===== config.mk =====
export PLATFORM = sky130hd
export DESIGN_NAME = enum_index_sched
export DESIGN_NICKNAME = d
export VERILOG_FILES = /design/src/rtl/enum_index_sched.sv
export SDC_FILE = /design/constraint.sdc
export NUM_CORES = 1
export LEC_CHECK = 0
export BUFFER_PORTS_ARGS = -buffer_cell sky130_fd_sc_hd__buf_4
export CAP_MARGIN = 20
export CELL_PAD_IN_SITES_DETAIL_PLACEMENT = 1
export CELL_PAD_IN_SITES_GLOBAL_PLACEMENT = 2
export CORE_MARGIN = 3
export CORE_UTILIZATION = 25
export CTS_CLUSTER_DIAMETER = 30
export CTS_CLUSTER_SIZE = 14
export DETAILED_ROUTE_END_ITERATION = 7
export PLACE_DENSITY = 0.67
export SKIP_CTS_REPAIR_TIMING = 1
export SYNTH_ARGS = -nofsm -noshare
export SYNTH_HDL_FRONTEND = slang
export SYNTH_SLANG_ARGS = --single-unit

===== constraint.sdc =====
create_clock -name clk -period 4.05 [get_ports clk]
set_input_delay 0.405 -clock clk [delete_from_list [all_inputs] [get_ports clk]]
set_output_delay 0.405 -clock clk [all_outputs]
set_load 0.05 [all_outputs]

===== src/rtl/enum_index_sched.sv =====
// enum_index_sched: a 4-entry lookup table shared by NUM_REQ requesters through
// a round-robin arbiter.
//
// The granted requester's 2-bit selector becomes a 3-bit index, sel + 1.
// Indices 1..3 read that entry. Index 4 reads entry 3 and sets out_oob.
// The registered result sits in a one-deep output slot with a valid/ready
// handshake.
//
// Ports
//   clk        rising-edge clock
//   rst        synchronous active-high reset
//   wr_en      table write strobe
//   wr_addr    entry to write
//   wr_data    write data
//   req_valid  per-requester lookup request
//   req_sel    per-requester selector, requester i on bits [2i+1:2i]
//   req_ready  per-requester grant (one-hot or zero, combinational)
//   out_valid  result valid
//   out_data   looked-up entry
//   out_id     requester that owns out_data
//   out_oob    the index was clamped to entry 3
//   out_ready  downstream accepts the result
module enum_index_sched #(
  parameter int unsigned NUM_REQ = 3,
  parameter int unsigned DATA_W  = 32
) (
  input  logic                 clk,
  input  logic                 rst,
  input  logic                 wr_en,
  input  logic [1:0]           wr_addr,
  input  logic [DATA_W-1:0]    wr_data,
  input  logic [NUM_REQ-1:0]   req_valid,
  input  logic [2*NUM_REQ-1:0] req_sel,
  output logic [NUM_REQ-1:0]   req_ready,
  output logic                 out_valid,
  output logic [DATA_W-1:0]    out_data,
  output logic [1:0]           out_id,
  output logic                 out_oob,
  input  logic                 out_ready
);

  localparam logic [1:0] LastGrantInit = 2'(NUM_REQ - 1);

  logic [DATA_W-1:0] tbl_q [4];
  logic [1:0]        last_grant_q;

  logic              slot_free;
  logic              gnt_any;
  logic [1:0]        gnt_idx;
  logic              grant;
  logic [1:0]        win_sel;
  logic [2:0]        lookup_idx;
  logic              lookup_oob;
  logic [1:0]        rd_addr;
  logic [DATA_W-1:0] rd_data;

  assign slot_free = !out_valid || out_ready;

  // Round-robin search from last_grant + 1. The first pass covers requesters
  // above last_grant. The second pass wraps to requester 0 through last_grant.
  always_comb begin
    gnt_any = 1'b0;
    gnt_idx = 2'd0;
    for (int unsigned i = 0; i < NUM_REQ; i++) begin
      if (!gnt_any && req_valid[i] && (2'(i) > last_grant_q)) begin
        gnt_any = 1'b1;
        gnt_idx = 2'(i);
      end
    end
    for (int unsigned i = 0; i < NUM_REQ; i++) begin
      if (!gnt_any && req_valid[i] && (2'(i) <= last_grant_q)) begin
        gnt_any = 1'b1;
        gnt_idx = 2'(i);
      end
    end
  end

  assign grant = gnt_any && slot_free && !rst;

  always_comb begin
    req_ready = '0;
    win_sel   = 2'd0;
    for (int unsigned i = 0; i < NUM_REQ; i++) begin
      if (gnt_idx == 2'(i)) begin
        req_ready[i] = grant;
        win_sel      = req_sel[2*i +: 2];
      end
    end
  end

  // The index is kept at 3 bits so that sel = 3 reaches 4 and can be clamped.
  // The table read happens before this cycle's write lands, so a lookup that
  // collides with a write returns the old value.
  assign lookup_idx = {1'b0, win_sel} + 3'd1;
  assign lookup_oob = lookup_idx[2];
  assign rd_addr    = lookup_oob ? 2'd3 : lookup_idx[1:0];
  assign rd_data    = tbl_q[rd_addr];

  always_ff @(posedge clk) begin
    if (rst) begin
      for (int i = 0; i < 4; i++) begin
        tbl_q[i] <= '0;
      end
      last_grant_q <= LastGrantInit;
      out_valid    <= 1'b0;
      out_data     <= '0;
      out_id       <= 2'd0;
      out_oob      <= 1'b0;
    end else begin
      if (wr_en) begin
        tbl_q[wr_addr] <= wr_data;
      end
      if (grant) begin
        last_grant_q <= gnt_idx;
        out_valid    <= 1'b1;
        out_data     <= rd_data;
        out_id       <= gnt_idx;
        out_oob      <= lookup_oob;
      end else if (slot_free) begin
        out_valid <= 1'b0;
      end
    end
  end

endmodule


==> flow_metrics.tcl, run 1 <==
set metrics [dict create \
    dr_total_vias 3878 \
    path_class "reg -> out" \
    yosysUniqueCellTypes 35 \
    hpwl_microns 9270 \
    die_y_microns 155 \
    start_util_pct 25.9 \
    insertion_delay_ns 0.41 \
    clkSlewWorstSetupHoldPaths_ns 0.06 \
    dieArea_sq_um 24100 \
    cp.arrival_ns 2.04 \
    holdPathStages 2 \
    tightest_slew_ns 0.996 \
    instances_no_fill 836 \
    numCtsBuffers 17 \
    grt_max_degree 59 \
    clkSinkCount 133 \
    area_growth_pct 26.5 \
    cp-end-kind "primary output" \
    max-cap-violations 0 \
    grt_pass1_vias 4294 \
    worstPathCellList "a21oi_2 -> nand2b_1 -> nor2_1 -> buf_4" \
    finalCritPeriodShare_pct 60.3 \
    post_dp_cell_area_sq_um 6470 \
    status "finished, final reports clean" \
    antenna_found_initial 0 \
    fmax_mhz 410 \
    synth_nets 517 \
    rsz0062_at_grt "no" \
    cts-root-buf "clkbuf_16" \
    syn_inst 470 \
    multi_input_area_sq_um 1800 \
    crit_required_ns 3.64 \
    grtUsageTotal_pct 12.9 \
    synthesis.area_sq_um 5570 \
    slew_viol_final 0 \
    drive_gt1_share_pct 23.5 \
    cp-start-kind "flip-flop" \
    gp_congestion 0.740 \
    cp.depth 4 \
    yosysSeqAreaShare_pct 65.0 \
    nNetsFinal 595 \
    io_pins 86 \
    finalClockSkew_ns 0.00683 \
    cpPeakStageDelay_ns 0.49 \
    cts_tree "built" \
    drt_iter0_drc 141 \
    powerDensity_nw_per_um2 517 \
    hold_violations 0 \
    worstPathMaxFanout 10 \
    avgSynthCellArea_sq_um 11.9 \
    n_antenna_cell 0 \
    path_buf_inv 1 \
    routed_wl_microns 15100 \
    grt_pass1_wl_microns 23600 \
    final_util_pct 32.8 \
    slew_headroom_pct 33.6 \
    port_buffers 85 \
    setup_viol 0 \
    vias_per_cell 4.64 \
    period_needed_ns 2.44 \
    yosysWarnings 0 \
    rows 53 \
    worst_slack_ns 1.61 \
    yosys_register_bits 133 \
    p_total_mw 3.64 \
    htree_levels 4 \
    dpl.cell_count 803 \
    hold_path.class "in -> reg" \
    final.fill_count 2394 \
    ir_worst_vdd_mv 0.173 \
    final_cell_mix "and2_1 (96), edfxtp_1 (96), buf_4 (91)" \
    crit_slowest_cell "a21oi_2" \
    die_x_microns 155 \
    cpLargestDelayFamily "simple AND/OR/NAND/NOR gates" \
    postRouteAntennaNets 0 \
    place_ws_ns 1.52 \
    seqCellArea_sq_um 3620 \
    p_leak_nw 2.64 \
    drtPass1Iterations 4 \
    setup-tns-final_ns 0 \
    hold_ws_ns 0.283 \
    core_sq_um 21500 \
    wl_per_cell_microns 18.0 \
    clockBufferDepth 2 \
    route.detailed.drc 0 \
    grt-ovfl-total 0 \
    stdcell_area_sq_um 7050 \
    worst_r2r_path_depth 5 \
]
## kinds of logic after synthesis
kind of cell | after synthesis | synth area share (%)
AO/OA/AOI/OAI | 82 | 10.8
buffers and inverters | 39 | 3.26
AND/OR/NAND/NOR | 216 | 21.0
flip-flops | 133 | 65.0
## Yosys cell counts
cell type  count  area [sq um]
a311oi_1       7          61.3
a21o_1         1          7.51
o221a_4        1          20.0
nand3_1       15          75.1
and2_1        96           601
and3_1         2          12.5
a31o_2         2          17.5
o21ai_0       19          95.1
nand2_1       27           101
nor3_1        51           255
clkbuf_1      21          78.8
inv_1          6          22.5
nand2b_1       3          18.8
nor2b_1        1          6.26
o21ai_1        8          40.0
a22oi_4        1          21.3
nor2_2         1          6.26
a21oi_2        1          8.76
and3b_1        1          8.76
buf_4          3          22.5
buf_2          7          35.0
o2bb2ai_1      1          8.76
a2bb2oi_4      1          26.3
or2_2          1          6.26
o31ai_1       25           188
nor3b_1        1          7.51
a21oi_1       11          55.1
a211o_1        1          8.76
o221a_2        1          11.3
buf_6          2          22.5
and2b_4        1          10.0
dfxtp_1       37           741
o221ai_2       2          30.0
edfxtp_1      96          2880
nor2_1        16          60.1
## state kept, by name, indices dropped and copies added (netlist names)
signal / flops
tbl_q: 96
out_data: 32
out_id: 2
last_grant_q: 1
out_oob: 1
out_valid: 1
## path summary, 6_finish.rpt
path                   start      endpoint  slack [ns]
max                out_valid  req_ready[2]        1.61
min              wr_data[19]  tbl_q[3][19]        0.28
max reg2reg  last_grant_q[1]   out_data[5]        1.72
min reg2reg      out_data[7]   out_data[7]        0.46
## power breakdown
| part | internal, mW | switching (mW) |
|---|---|---|
| Clock | 0.882 | 0.538 |
| Sequential | 1.59 | 0.0545 |
| Combinational | 0.180 | 0.402 |
## layer usage
layer / wire length [microns] / global-route usage [%]
met4: 228 / 5.00
met2: 7350 / 21.8
met3: 686 / 3.17
met1: 6820 / 15.9
met5: 0 / 0
## area by class of cell
| cell class | instances | share of cell area, % |
|---|---|---|
| clock inverter | 3 | 0.213 |
| multi-input combinational | 298 | 25.5 |
| timing repair buffer | 92 | 10.1 |
| clock buffer | 29 | 7.54 |
| inverter | 6 | 0.320 |
| sequential | 133 | 51.4 |
| tap | 275 | 4.88 |
(Power assumes the default switching activity.)
==> run 2, diff against run 1 <==
Settings changed: PLACE_DENSITY 0.67 to 0.69.
Clock period 4.05 ns to 2.2 ns, I/O delays scaled along.
==> flow_metrics.tcl, run 2 (synthesized netlist as in run 1, its figures left out) <==
set metrics [dict create \
    status "finished, final reports clean" \
    io_pins 86 \
    numCtsBuffers 17 \
    drt_iter0_drc 188 \
    setup_viol 0 \
    path_class "reg -> reg" \
    tightest_slew_ns 0.950 \
    core_sq_um 21500 \
    hold_violations 0 \
    largest_reg_flops 96 \
    final.fill_count 2367 \
    r2r_end "out_data[11]" \
    gp_congestion 0.743 \
    grt_pass1_vias 4300 \
    fmax_mhz 498 \
    worst_r2r_path_depth 6 \
    regToRegSetupSlack_ns 0.19 \
    grtUsageTotal_pct 13.5 \
    insertion_delay_ns 0.42 \
    rows 53 \
    grt_max_degree 59 \
    rsz0062_at_grt "no" \
    worstPathMaxFanout 17 \
    drtPass1Iterations 5 \
    slew_headroom_pct 36.7 \
    grt-ovfl-total 0 \
    clkSinkCount 133 \
    setup-tns-final_ns 0 \
    vias_per_cell 4.68 \
    slew_viol_final 0 \
    p_leak_nw 2.69 \
    nNetsFinal 603 \
    dr_total_vias 3952 \
    cp-end-kind "flip-flop" \
    timing.rr.start "last_grant_q[1]" \
    reg.largest.list "tbl_q (96), out_data (32), out_id (2)" \
    finalClockSkew_ns 0.00841 \
    area_growth_pct 28.7 \
    cts_tree "built" \
    postRouteAntennaNets 0 \
    powerDensity_nw_per_um2 965 \
    hpwl_microns 9900 \
    setup.worst_path.end "out_data[11]" \
    finalCritPeriodShare_pct 91.3 \
    final_cell_mix "and2_1 (96), edfxtp_1 (96), buf_4 (95)" \
    post_dp_cell_area_sq_um 6600 \
    route.detailed.drc 0 \
    clockBufferDepth 2 \
    start_util_pct 25.9 \
    routed_wl_microns 15900 \
    drive_gt1_share_pct 24.6 \
    period_needed_ns 2.01 \
    max-cap-violations 0 \
    cts-root-buf "clkbuf_16" \
    port_buffers 85 \
    n_antenna_cell 0 \
    die_y_microns 155 \
    cp.arrival_ns 2.34 \
    grt_pass1_wl_microns 24500 \
    hold_path.class "in -> reg" \
    crit_required_ns 2.53 \
    htree_levels 4 \
    clkSlewWorstSetupHoldPaths_ns 0.06 \
    cp-start-kind "flip-flop" \
    stdcell_area_sq_um 7170 \
    die_x_microns 155 \
    antenna_found_initial 0 \
    regMostFlops "tbl_q" \
    ir_worst_vdd_mv 0.471 \
    wl_per_cell_microns 18.9 \
    crit_start "last_grant_q[1]" \
    dieArea_sq_um 24100 \
]
## run 2: cell types whose count changed in the layout (fill, tap and decap cells not counted), sizes merged
cell / previous run / this run
buf: 92 / 100
clkinvlp: 0 / 1
bufinv: 0 / 2
clkbuf: 29 / 27
clkinv: 3 / 2
## run 2: worst min path at each step
stage / from / endpoint / slack [ns] / depth (start not counted)
2_1_floorplan: wr_data[0] / tbl_q[1][0] / 0.42 / 1
3_3_place_gp: out_data[4] / out_data[4] / 0.44 / 2
3_5_place_dp: out_data[24] / out_data[24] / 0.45 / 2
4_1_cts: rst / out_data[28] / 0.05 / 2
5_1_grt: rst / out_data[0] / 0.06 / 2
6_report: rst / out_data[0] / 0.08 / 2
## run 2: worst max-delay path, stage by stage (launching register included)
cell,delay [ns]
dfxtp_1,0.36
and2b_4,0.22
a2bb2oi_4,0.20
o221ai_4,0.56
buf_4,0.29
nor3_1,0.06
o31ai_1,0.22
## run 2: power breakdown
part | internal [mW] | switching [mW] | total (mW)
Sequential | 2.92 | 0.103 | 3.02
Combinational | 0.366 | 0.757 | 1.12
Clock | 1.76 | 1.02 | 2.77
## run 2: stage by stage
stage | hold WS, ns | instances | power, mW | util, % | worst slack (ns)
2_1_floorplan | 0.418 | 470 | 3.75 | - | 0.184
3_3_place_gp | 0.444 | 812 | 4.19 | 30.7 | 0.227
3_5_place_dp | 0.452 | 812 | 4.22 | 30.7 | 0.144
4_1_cts | 0.0488 | 844 | 7.01 | 33.4 | 0.133
5_1_grt | 0.0606 | 844 | 7.19 | 33.4 | 0.0103
6_report | 0.0759 | 844 | 6.92 | 33.4 | 0.192
## run 2: per-layer routing
layer	GRT usage, %	vias up	wire, microns
met4	4.34	0	203
li1	-	1873	-
met5	0	-	0
met1	16.4	1969	7070
met2	23.3	91	8010
met3	3.84	19	648
## run 2: final cells by class
cell class	count	area (sq um)	area share (%)
inverters	6	22.5	0.314
well taps	275	344	4.80
clock buffers	27	493	6.87
multi-input cells	298	1800	25.1
clock inverters	5	77.6	1.08
repair buffers	100	813	11.3
flip-flops and latches	133	3620	50.5
==> run 3, diff against run 2 <==
Settings changed: CORE_MARGIN 3 to 8.
==> flow_metrics.tcl, run 3 (synthesized netlist as in run 1, its figures left out) <==
set metrics [dict create \
    worstPathMaxFanout 27 \
    clkSlewWorstSetupHoldPaths_ns 0.06 \
    drive_gt1_share_pct 24.4 \
    powerDensity_nw_per_um2 922 \
    final.fill_count 2399 \
    dr_total_vias 3935 \
    cpPeakStageDelay_ns 0.39 \
    period_needed_ns 2.01 \
    dieArea_sq_um 27300 \
    die_y_microns 165 \
    slew_viol_final 0 \
    holdPathStages 2 \
    htree_levels 4 \
    postRouteAntennaNets 0 \
    core_sq_um 21800 \
    ir_worst_vdd_mv 0.489 \
    worst_r2r_path_depth 6 \
    clockBufferDepth 2 \
    final_cell_mix "and2_1 (96), edfxtp_1 (96), buf_4 (93)" \
    worst_slack_ns 0.190 \
    gp_congestion 0.721 \
    cts_tree "built" \
    slew_headroom_pct 64.1 \
    hpwl_microns 9920 \
    drtPass1Iterations 4 \
    routed_wl_microns 16000 \
    rsz0062_at_grt "no" \
    grt_pass1_wl_microns 24600 \
    wl_per_cell_microns 18.8 \
    status "finished, final reports clean" \
    start_util_pct 25.5 \
    hold_path.class "in -> reg" \
    cp.arrival_ns 2.32 \
    grt-ovfl-total 0 \
    insertion_delay_ns 0.41 \
    max-cap-violations 0 \
    rows 54 \
    regMostFlops "tbl_q" \
    setup-tns-final_ns 0 \
    path_class "reg -> reg" \
    worstPathCellList "and2b_4 -> a2bb2oi_4 -> o221a_4 -> buf_12 -> o21ai_0 -> o31ai_1" \
    tightest_slew_ns 0.539 \
    crit_slowest_cell "o221a_4" \
    reg.largest.list "tbl_q (96), out_data (32), out_id (2)" \
    route.detailed.drc 0 \
    largest_reg_flops 96 \
    setup_viol 0 \
    antenna_found_initial 0 \
    grt_pass1_vias 4414 \
    numCtsBuffers 17 \
    drt_iter0_drc 183 \
    die_x_microns 165 \
    p_leak_nw 2.66 \
    fmax_mhz 497 \
    port_buffers 85 \
    vias_per_cell 4.63 \
    finalClockSkew_ns 0.00651 \
    clkSinkCount 133 \
    cp-end-kind "flip-flop" \
    cp-start-kind "flip-flop" \
    hold_violations 0 \
    nNetsFinal 603 \
    io_pins 86 \
    n_antenna_cell 0 \
    area_growth_pct 28.1 \
    crit_required_ns 2.51 \
    cts-root-buf "clkbuf_16" \
    finalCritPeriodShare_pct 91.4 \
    place_ws_ns 0.189 \
    grt_max_degree 59 \
    grtUsageTotal_pct 12.2 \
]
## run 3: critical path, delay by kind of cell (launching register included)
kind            cells  cell delay (ns)
compound gates      4             1.06
buf+inv             1             0.22
flops               1             0.33
simple gates        1             0.29
## run 3: final cells by class
cell class	instances	area, sq um	share of cell area, %
Multi-Input combinational cell	298	1800	25.2
Clock inverter	12	65.1	0.912
Inverter	6	22.5	0.316
Sequential cell	133	3620	50.8
Tap cell	280	350	4.91
Clock buffer	20	437	6.12
Timing Repair Buffer	100	838	11.7
## run 3: worst paths after layout
check        slack [ns]      endpoint       startpoint
max                0.19  out_data[17]  last_grant_q[1]
min                 0.1  tbl_q[1][19]      wr_data[19]
max reg2reg        0.19  out_data[17]  last_grant_q[1]
min reg2reg        0.46  out_data[21]     out_data[21]
## run 3: power by group
| group | total (mW) | switching (mW) | leakage (nW) | internal [mW] |
|---|---|---|---|---|
| combinational | 1.14 | 0.767 | 1.18 | 0.372 |
| clock | 2.42 | 1.01 | 0.237 | 1.41 |
| sequential | 3.02 | 0.0962 | 1.25 | 2.92 |
| total | 6.58 | 1.88 | 2.66 | 4.70 |
## run 3: per-stage QoR
stage | utilization [%] | total power, mW | hold WS, ns | instances | area, sq um
after floorplan | - | 3.75 | 0.418 | 470 | 5570
after global placement | 30.4 | 4.19 | 0.439 | 817 | 6640
after detailed placement | 30.4 | 4.23 | 0.445 | 817 | 6640
after CTS | 32.7 | 6.66 | 0.0776 | 849 | 7140
after global routing | 32.7 | 6.85 | 0.0792 | 849 | 7140
final | 32.7 | 6.58 | 0.0971 | 849 | 7140
## run 3: metal layers
layer	wire length, microns	global-route usage (%)	vias up
li1	-	-	1866
met1	6890	13.9	1953
met2	7900	21.0	96
met3	993	4.04	20
met4	208	4.34	0
met5	0	0	-
